## config.mk

```make
export PLATFORM = sky130hd
export DESIGN_NAME = inpkt_parser
export DESIGN_NICKNAME = d
export VERILOG_FILES = /design/src/rtl/inpkt_pkg.sv /design/src/rtl/inpkt_parser_out_reg.sv /design/src/rtl/inpkt_parser.sv
export SDC_FILE = /design/constraint.sdc
export NUM_CORES = 1
export LEC_CHECK = 0
export BUFFER_PORTS_ARGS = -buffer_cell sky130_fd_sc_hd__buf_2
export CORE_MARGIN = 2
export CORE_UTILIZATION = 30
export CTS_CLUSTER_DIAMETER = 100
export CTS_CLUSTER_SIZE = 16
export DETAILED_ROUTE_END_ITERATION = 6
export PLACE_DENSITY = 0.52
export SYNTH_ARGS = -nofsm -noshare
export SYNTH_HDL_FRONTEND = slang
export SYNTH_SLANG_ARGS = --single-unit
```

## constraint.sdc

```tcl
create_clock -name clk -period 6.1 [get_ports clk]
set_input_delay 1.22 -clock clk [delete_from_list [all_inputs] [get_ports clk]]
set_output_delay 1.22 -clock clk [all_outputs]
set_load 0.02 [all_outputs]
```

## src/rtl/inpkt_pkg.sv

```systemverilog
// inpkt_pkg: shared constants and state encoding for the input packet parser.
//   HDR_BYTES     - number of header bytes in a frame
//   HDR_LAST_IDX  - byte index of the header checksum (hcs)
//   ERR_*         - bit positions inside the sticky err vector
//   state_t       - parser FSM encoding (also exported on dbg_state)
//   sum8          - modulo-256 byte accumulation used by both checksums
package inpkt_pkg;

  localparam int HDR_BYTES = 8;
  localparam logic [2:0] HDR_LAST_IDX = 3'(HDR_BYTES - 1);

  localparam int ERR_VERSION = 0;
  localparam int ERR_TYPE    = 1;
  localparam int ERR_LEN     = 2;
  localparam int ERR_CKSUM   = 3;

  typedef enum logic [1:0] {
    ST_HDR     = 2'd0,
    ST_PAYLOAD = 2'd1,
    ST_TRAILER = 2'd2,
    ST_ERROR   = 2'd3
  } state_t;

  function automatic logic [7:0] sum8(input logic [7:0] acc, input logic [7:0] b);
    return acc + b;
  endfunction

endpackage

```

## src/rtl/inpkt_parser_out_reg.sv

```systemverilog
// out_reg_1deep: single-entry output register with a valid/rd handshake.
//   clk, rst  - clock, synchronous active-high reset
//   load      - capture din this cycle (caller only loads when can_load=1)
//   din       - entry to capture
//   rd        - consumer takes dout this cycle (meaningful while valid=1)
//   valid     - dout holds an entry
//   dout      - held entry; stable while valid=1 and rd=0
//   can_load  - register is empty or being emptied this cycle
//
// Handshake: an entry transfers on a clock edge where valid=1 and rd=1.
// A load on that same edge replaces the entry, so a steady stream moves
// one entry per cycle with no bubble.
module out_reg_1deep #(
  parameter int W = 9
) (
  input  logic         clk,
  input  logic         rst,
  input  logic         load,
  input  logic [W-1:0] din,
  input  logic         rd,
  output logic         valid,
  output logic [W-1:0] dout,
  output logic         can_load
);

  assign can_load = !valid || rd;

  always_ff @(posedge clk) begin
    if (rst) begin
      valid <= 1'b0;
      dout  <= '0;
    end else if (load) begin
      valid <= 1'b1;
      dout  <= din;
    end else if (rd) begin
      valid <= 1'b0;
    end
  end

endmodule

```

## src/rtl/inpkt_parser.sv

```systemverilog
// inpkt_parser: drains a byte-wide FWFT FIFO and sequences framed packets.
// Frame: 8 header bytes (version, type, id lo/hi, len b0/b1/b2, hcs),
// len payload bytes, one trailer byte pcs. hcs/pcs are the bitwise
// complement of the modulo-256 sum of the bytes they cover.
//   clk, rst       - clock, synchronous active-high reset
//   fifo_dout      - FIFO head byte (valid while fifo_empty=0)
//   fifo_empty     - FIFO empty
//   fifo_rd_en     - pop FIFO head this cycle (combinational)
//   pkt_type/id/len- fields of the last accepted header
//   pkt_hdr_valid  - one-cycle pulse, header accepted
//   out_data/valid/last, out_rd - payload stream through a one-deep register
//   pkt_done       - one-cycle pulse, trailer checksum matched
//   err            - sticky {cksum, len, type, version}
//   halted         - parser stopped on a protocol violation
//   dbg_state      - current FSM state (state_t encoding)
//
// Handshake (out_*): a byte transfers on a clock edge where out_valid=1
// and out_rd=1. Downstream may only treat a packet as committed on pkt_done;
// out_last can be consumed before the trailer has been checked.
module inpkt_parser
  import inpkt_pkg::*;
#(
  parameter logic [7:0]  VERSION  = 8'd1,
  parameter int          MAX_TYPE = 3,
  parameter logic [23:0] MAX_LEN  = 24'd65536
) (
  input  logic        clk,
  input  logic        rst,
  input  logic [7:0]  fifo_dout,
  input  logic        fifo_empty,
  output logic        fifo_rd_en,
  output logic [7:0]  pkt_type,
  output logic [15:0] pkt_id,
  output logic [23:0] pkt_len,
  output logic        pkt_hdr_valid,
  output logic [7:0]  out_data,
  output logic        out_valid,
  output logic        out_last,
  input  logic        out_rd,
  output logic        pkt_done,
  output logic [3:0]  err,
  output logic        halted,
  output logic [1:0]  dbg_state
);

  localparam logic [7:0] MAX_TYPE_B = 8'(MAX_TYPE);

  state_t      state_q, state_next;
  logic [2:0]  idx_q;
  logic [23:0] cnt_q;
  logic [7:0]  sum_q;
  logic [7:0]  sum_next;
  // Header bytes 0..6 shift in from the top; after seven pops byte 0 sits
  // in [7:0] and byte 6 in [55:48], so the fields fall out as plain slices.
  logic [55:0] hdr_sr;

  logic [7:0]  hdr_ver;
  logic [7:0]  hdr_type;
  logic [15:0] hdr_id;
  logic [23:0] hdr_len;
  logic [3:0]  hdr_flags;
  logic        trl_ok;

  logic        pop;
  logic        load;
  logic        can_load;
  logic        last_in;
  logic [8:0]  oreg_q;

  assign hdr_ver  = hdr_sr[7:0];
  assign hdr_type = hdr_sr[15:8];
  assign hdr_id   = hdr_sr[31:16];
  assign hdr_len  = hdr_sr[55:32];
  assign sum_next = sum8(sum_q, fifo_dout);

  // Only meaningful while fifo_dout is the hcs byte (HDR, index 7).
  assign hdr_flags[ERR_VERSION] = (hdr_ver != VERSION);
  assign hdr_flags[ERR_TYPE]    = (hdr_type == 8'd0) || (hdr_type > MAX_TYPE_B);
  assign hdr_flags[ERR_LEN]     = (hdr_len == 24'd0) || (hdr_len > MAX_LEN);
  assign hdr_flags[ERR_CKSUM]   = (fifo_dout != ~sum_q);

  assign trl_ok  = (fifo_dout == ~sum_q);
  assign last_in = (cnt_q == 24'd1);

  always_comb begin
    state_next = state_q;
    pop        = 1'b0;
    load       = 1'b0;
    unique case (state_q)
      ST_HDR: begin
        pop = !fifo_empty;
        if (pop && (idx_q == HDR_LAST_IDX)) begin
          state_next = (hdr_flags == 4'd0) ? ST_PAYLOAD : ST_ERROR;
        end
      end
      ST_PAYLOAD: begin
        pop  = !fifo_empty && can_load;
        load = pop;
        if (pop && last_in) begin
          state_next = ST_TRAILER;
        end
      end
      ST_TRAILER: begin
        pop = !fifo_empty;
        if (pop) begin
          state_next = trl_ok ? ST_HDR : ST_ERROR;
        end
      end
      ST_ERROR: begin
        pop = 1'b0;
      end
      default: begin
        state_next = ST_ERROR;
      end
    endcase
  end

  // No pops while held in reset: a byte taken then would be lost.
  assign fifo_rd_en = pop && !rst;
  assign halted     = (state_q == ST_ERROR);
  assign dbg_state  = state_q;

  always_ff @(posedge clk) begin
    if (rst) begin
      state_q       <= ST_HDR;
      idx_q         <= 3'd0;
      cnt_q         <= 24'd0;
      sum_q         <= 8'd0;
      hdr_sr        <= 56'd0;
      pkt_type      <= 8'd0;
      pkt_id        <= 16'd0;
      pkt_len       <= 24'd0;
      pkt_hdr_valid <= 1'b0;
      pkt_done      <= 1'b0;
      err           <= 4'd0;
    end else begin
      state_q       <= state_next;
      pkt_hdr_valid <= 1'b0;
      pkt_done      <= 1'b0;
      unique case (state_q)
        ST_HDR: begin
          if (pop) begin
            idx_q <= idx_q + 3'd1;
            sum_q <= sum_next;
            if (idx_q != HDR_LAST_IDX) begin
              hdr_sr <= {fifo_dout, hdr_sr[55:8]};
            end else if (hdr_flags == 4'd0) begin
              pkt_type      <= hdr_type;
              pkt_id        <= hdr_id;
              pkt_len       <= hdr_len;
              pkt_hdr_valid <= 1'b1;
              cnt_q         <= hdr_len;
              sum_q         <= 8'd0;
            end else begin
              err <= err | hdr_flags;
            end
          end
        end
        ST_PAYLOAD: begin
          if (pop) begin
            cnt_q <= cnt_q - 24'd1;
            sum_q <= sum_next;
          end
        end
        ST_TRAILER: begin
          if (pop) begin
            if (trl_ok) begin
              pkt_done <= 1'b1;
              sum_q    <= 8'd0;
              idx_q    <= 3'd0;
            end else begin
              err[ERR_CKSUM] <= 1'b1;
            end
          end
        end
        default: begin
        end
      endcase
    end
  end

  out_reg_1deep #(.W(9)) u_out_reg (
    .clk      (clk),
    .rst      (rst),
    .load     (load),
    .din      ({last_in, fifo_dout}),
    .rd       (out_rd),
    .valid    (out_valid),
    .dout     (oreg_q),
    .can_load (can_load)
  );

  assign out_data = oreg_q[7:0];
  assign out_last = oreg_q[8];

endmodule

```

# After elaboration in Yosys (flattened, before gate mapping)
# Cells that the tools add are included.
[word_totals]
ff_bits = 157
output_inout_bits = 68
inputBits = 12
[op_classes]
n_eq_ne = 20
n_bitwise = 7
reduce_logical = 29
n_mux = 34
n_lt_le_gt_ge = 2
add_sub_neg = 3
[ops]
columns = ["operator", "count"]
rows = [
  ["$mux 24", 4],
  ["$mux 8", 6],
  ["$pmux 24 s2", 1],
  ["$eq 24x1->1 const B", 1],
  ["$gt 24x17->1 const B", 1],
  ["$logic_not 24->1", 1],
  ["$pmux 8 s3", 1],
  ["$sub 24x1->24 const B", 1],
  ["$ne 2x2->1 const B", 11],
  ["$reduce_and 4->1", 4],
  ["$mux 4", 3],
  ["$mux 2", 5],
  ["$reduce_and 5->1", 2],
  ["$mux 3", 3],
  ["$add 8x8->8", 1],
  ["$eq 8x8->1", 1],
  ["$gt 8x2->1 const B", 1],
  ["$logic_not 8->1", 1],
  ["$ne 8x1->1 const B", 1],
  ["$ne 8x8->1", 1],
  ["$not 8->8", 1],
  ["$mux 1", 7],
  ["$pmux 2 s3", 1],
  ["$pmux 3 s2", 1],
  ["other kinds (21)", 35],
]

# Longest topological paths before layout
[logic_depth]
word_depth = 7
depth_mapped = 11
depth_no_buf = 9

# Modules after synthesis
# A second synthesis with hierarchy kept.
[unflattened]
hier_cells = 850
hier_area_um2 = 6815.3
[by_module_without_submodules]
columns = ["module", "cells_per_inst", "instances", "seq_area_each_um2", "area_each_um2"]
rows = [
  ["inpkt_parser", 817, 1, 2942.8, 6459.9],
  ["out_reg_1deep", 33, 1, 200.2, 355.3],
]

# Worst setup path before layout
# No wires, ideal clock.
[synth_timing]
path_type = "input -> output"
from = "input out_rd"
to = "output fifo_rd_en"
setup_slack_ns = 2.646
n_path_buf = 1
arrival_time_ns = 2.234
cell_stages = 4
required_ns = 4.880
path_cell_list = "nor2b_1 or3_1 clkbuf_1 a21oi_1"
[synth_via]
elab_chain_len = 4
[synth_rtl]
columns = ["element", "line_no", "rtl"]
rows = [
  ["from (decl)", "inpkt_parser.sv:39", "input logic out_rd,"],
  ["$logic_or 1x1->1", "inpkt_parser_out_reg.sv:26", "assign can_load = !valid || rd;"],
  ["$logic_and 1x1->1", "inpkt_parser.sv:97", "pop = !fifo_empty && can_load;"],
  ["$pmux 1 s3", "inpkt_parser.sv:89", "unique case (state_q)"],
  ["$logic_and 1x1->1", "inpkt_parser.sv:119", "assign fifo_rd_en = pop && !rst;"],
  ["to (decl)", "inpkt_parser.sv:31", "output logic fifo_rd_en,"],
]
# Every way passes these cells.

# Worst setup path after layout
[layout_timing]
from = "register state_q[0] (netlist: dbg_state[0])"
to = "output fifo_rd_en"
[layout_via]
elab_chain_len = 4
[layout_rtl]
columns = ["element", "line_no", "rtl"]
rows = [
  ["from (decl)", "inpkt_parser.sv:48", "state_t state_q, state_next;"],
  ["from (signal assigned)", "inpkt_parser.sv:137", "state_q <= state_next;"],
  ["$eq 2x2->1 / $logic_not 2->1 (equally long branches)", "inpkt_parser.sv:89", ""],
  ["$reduce_or 2->1 (no line)", "n/a", ""],
  ["$pmux 1 s3 *", "inpkt_parser.sv:89", ""],
  ["$logic_and 1x1->1 *", "inpkt_parser.sv:119", ""],
]
# Every way passes the cells marked *; elsewhere a longest branch is shown, timed or not.

==> impl_metrics.json <==
{
  "syn_avg_cell_area_um2": 7.82,
  "place_inst": 1191,
  "synth_mux_area_frac": 0.00727,
  "syn_inst": 880,
  "h-tree-depth": 4,
  "max_slew_margin": 0.282,
  "fmax_mhz": 250,
  "viasPerCell": 5.07,
  "worstSetupStartpointType": "flip-flop",
  "gp_congestion": 0.761,
  "yosys.area_share.simple": 0.259,
  "port_buffers": 79,
  "hold_viol_final": 0,
  "num_vias": 6204,
  "syn_nets": 909,
  "rsz0062_at_grt": "false",
  "ys_warn_count": 0,
  "postCtsHoldBufs": 0,
  "post-route-period-util": 0.656,
  "fin_setup_tns_ns": 0,
  "power_density_nw_per_um2": 360,
  "ys_seq_area_frac": 0.457,
  "core_um2": 22600,
  "wire_per_inst_um": 15.6,
  "synth_edf_count": 0,
  "final_area_um2": 8060,
  "insertion_delay_ns": 0.43,
  "die_w_um": 155,
  "cts_tree": "yes",
  "layout.nets": 954,
  "dp_slack_ns": 1.77,
  "regArea_um2": 3140,
  "cp.arrival_ns": 2.78,
  "cts_resized": 0,
  "ir_worst_vdd_mv": 0.173,
  "ys_ff_latch": 157,
  "async_flop_share": 0,
  "final_cells": 1223,
  "cts.sinks": 157,
  "setup_viol": 0,
  "status": "completed",
  "slew_violations": 0,
  "multi_input_area_um2": 3450,
  "numCtsBuffers": 17,
  "cts_buffer_depth": 2,
  "grt-ovfl-total": 0,
  "dieArea_um2": 24200,
  "synth-main-ff-cell": "dfxtp_1",
  "drv_cap": 0,
  "drtPass1Iterations": 5,
  "end_kind": "output port",
  "fillCellCount": 2405,
  "ioPinCount": 80,
  "synthDistinctLibCells": 58,
  "antenna_found_initial": 0,
  "final_layout_size_suffix_gt1_frac": 0.145,
  "dpl_cell_area_um2": 7480,
  "num_rows": 55,
  "route.antenna.remaining_nets": 0,
  "synth_adder_area_share": 0.0320,
  "grt_max_degree": 76,
  "first_iter_violations": 507,
  "worstPathMaxFanout": 38,
  "period_minus_slack_ns": 4.00,
  "post_cts_buffers": 0,
  "synth_top_family_by_area": "simple AND/OR/NAND/NOR gates",
  "drcViolationCount": 0,
  "hold_path_class": "reg2reg",
  "root_buffer": "clkbuf_16",
  "skew_ns": 0.0138,
  "initial_core_util": 0.305,
  "critical_path_class": "reg2out",
  "worst_slew_pin_slew_ns": 1.07,
  "required_ns": 4.88,
  "clk_pin_slew_worst_paths_ns": 0.06,
  "dp_hpwl_mm": 12.2,
  "die_h_um": 155,
  "track_usage": 0.160,
  "grt_pass1_vias": 5762,
  "n_antenna_cell": 0,
  "grt_pass1_wl_mm": 31.0,
  "wirelength_mm": 19.1,
  "leakage_nw": 3.17,
  "finalPower_mw": 2.90,
  "timing.final.ws_setup_ns": 2.10,
  "area_delta_synth_final_pct": 17.1,
  "synth_compound_area_frac": 0.193,
  "synth_area_um2": 6880,
  "synth_xor_area_frac": 0.00763
}
==> flip-flops by register name, summed over array words and instances, names as in the netlist <==
| name | cells |
|---|---|
| err | 4 |
| sum_q | 8 |
| pkt_hdr_valid | 1 |
| pkt_id | 16 |
| pkt_len | 24 |
| dbg_state | 2 |
| u_out_reg.dout | 9 |
| pkt_type | 8 |
| u_out_reg.valid | 1 |
| cnt_q | 24 |
| idx_q | 3 |
| pkt_done | 1 |
| hdr_sr | 56 |
==> cell type report <==
class                           instances  share of cell area
Clock buffer                           17              0.0528
Clock inverter                         15              0.0186
Inverter                               17             0.00792
Multi-Input combinational cell        644               0.429
Sequential cell                       157               0.390
Tap cell                              285              0.0443
Timing Repair Buffer                   88              0.0578
==> Yosys cell counts, drive strengths merged, types with 4 or more instances <==
library cell | n | area share
a21oi | 141 | 0.10
a22oi | 13 | 0.014
and3 | 18 | 0.016
buf | 8 | 0.0055
clkbuf | 54 | 0.029
dfxtp | 157 | 0.46
ha | 16 | 0.029
inv | 17 | 0.0093
mux2i | 5 | 0.0073
nand2 | 244 | 0.13
nand2b | 5 | 0.0045
nand3 | 20 | 0.015
nand4 | 9 | 0.010
nor2 | 46 | 0.025
nor2b | 6 | 0.0055
nor3 | 23 | 0.020
nor4 | 11 | 0.013
o21ai | 10 | 0.0073
o311ai | 5 | 0.0064
o32ai | 17 | 0.022
or3 | 5 | 0.0053
xnor2 | 4 | 0.0051
==> worst paths after layout <==
path / from / end / slack [ns] / cells past startpoint
worst max-delay path: dbg_state[0]$_SDFFE_PP0P_ / fifo_rd_en / 2.10 / 7
worst min-delay path: pkt_id[2]$_SDFFE_PP0P_ / pkt_id[2]$_SDFFE_PP0P_ / 0.45 / 2
worst max register to register: dbg_state[0]$_SDFFE_PP0P_ / cnt_q[19]$_SDFFE_PP0P_ / 2.21 / 9
worst min register to register: pkt_id[2]$_SDFFE_PP0P_ / pkt_id[2]$_SDFFE_PP0P_ / 0.45 / 2
==> logic make-up after synthesis <==
| logic type | Yosys count |
|---|---|
| AO/OA/AOI/OAI | 219 |
| flip-flops | 157 |
| adder cells (fa/ha/maj) | 17 |
| XOR/XNOR | 6 |
| AND/OR/NAND/NOR | 397 |
| multiplexers | 5 |
| buffers and inverters | 79 |
==> routing by layer <==
metal	vias up	GRT usage	routed length (µm)
met3	19	0.0334	842
met1	2886	0.222	9260
met2	154	0.248	8690
met4	0	0.0529	266
met5	-	0	0
li1	3145	-	-
==> layout by cell type, fill, tap and decap left out, drive strengths merged, types with 6 or more instances in the layout <==
cell	Yosys	layout
a21oi	141	141
inv	17	26
and3	18	18
nor2b	6	6
clkbuf	54	17
o21ai	10	10
nor4	11	11
nand2	244	244
nor3	23	23
nand4	9	9
nor2	46	46
o32ai	17	17
nand3	20	20
a22oi	13	13
buf	8	88
ha	16	16
dfxtp	157	157
==> worst max-delay path: stages (launching register included) <==
cell and delay [ns]:
dfxtp_1 0.44, ha_1 0.18, buf_4 0.36, inv_1 0.07, buf_4 0.27, or3_1 0.64
a21oi_1 0.20, buf_2 0.18
==> power by group <==
group          total, mW  internal, mW  switching (mW)  leakage, nW
logic              0.716         0.235           0.481         1.62
registers           1.14          1.08          0.0557         1.27
clock network       1.05         0.577           0.471        0.281
total               2.90          1.89            1.01         3.17
==> through the flow <==
stage                util  hold slack, ns
floorplan               -           0.432
global placement    0.331           0.439
detailed placement  0.331           0.441
CTS                 0.357           0.451
global route        0.357           0.471
finish              0.357           0.446
Note: power is estimated with default switching activity, not from simulation.
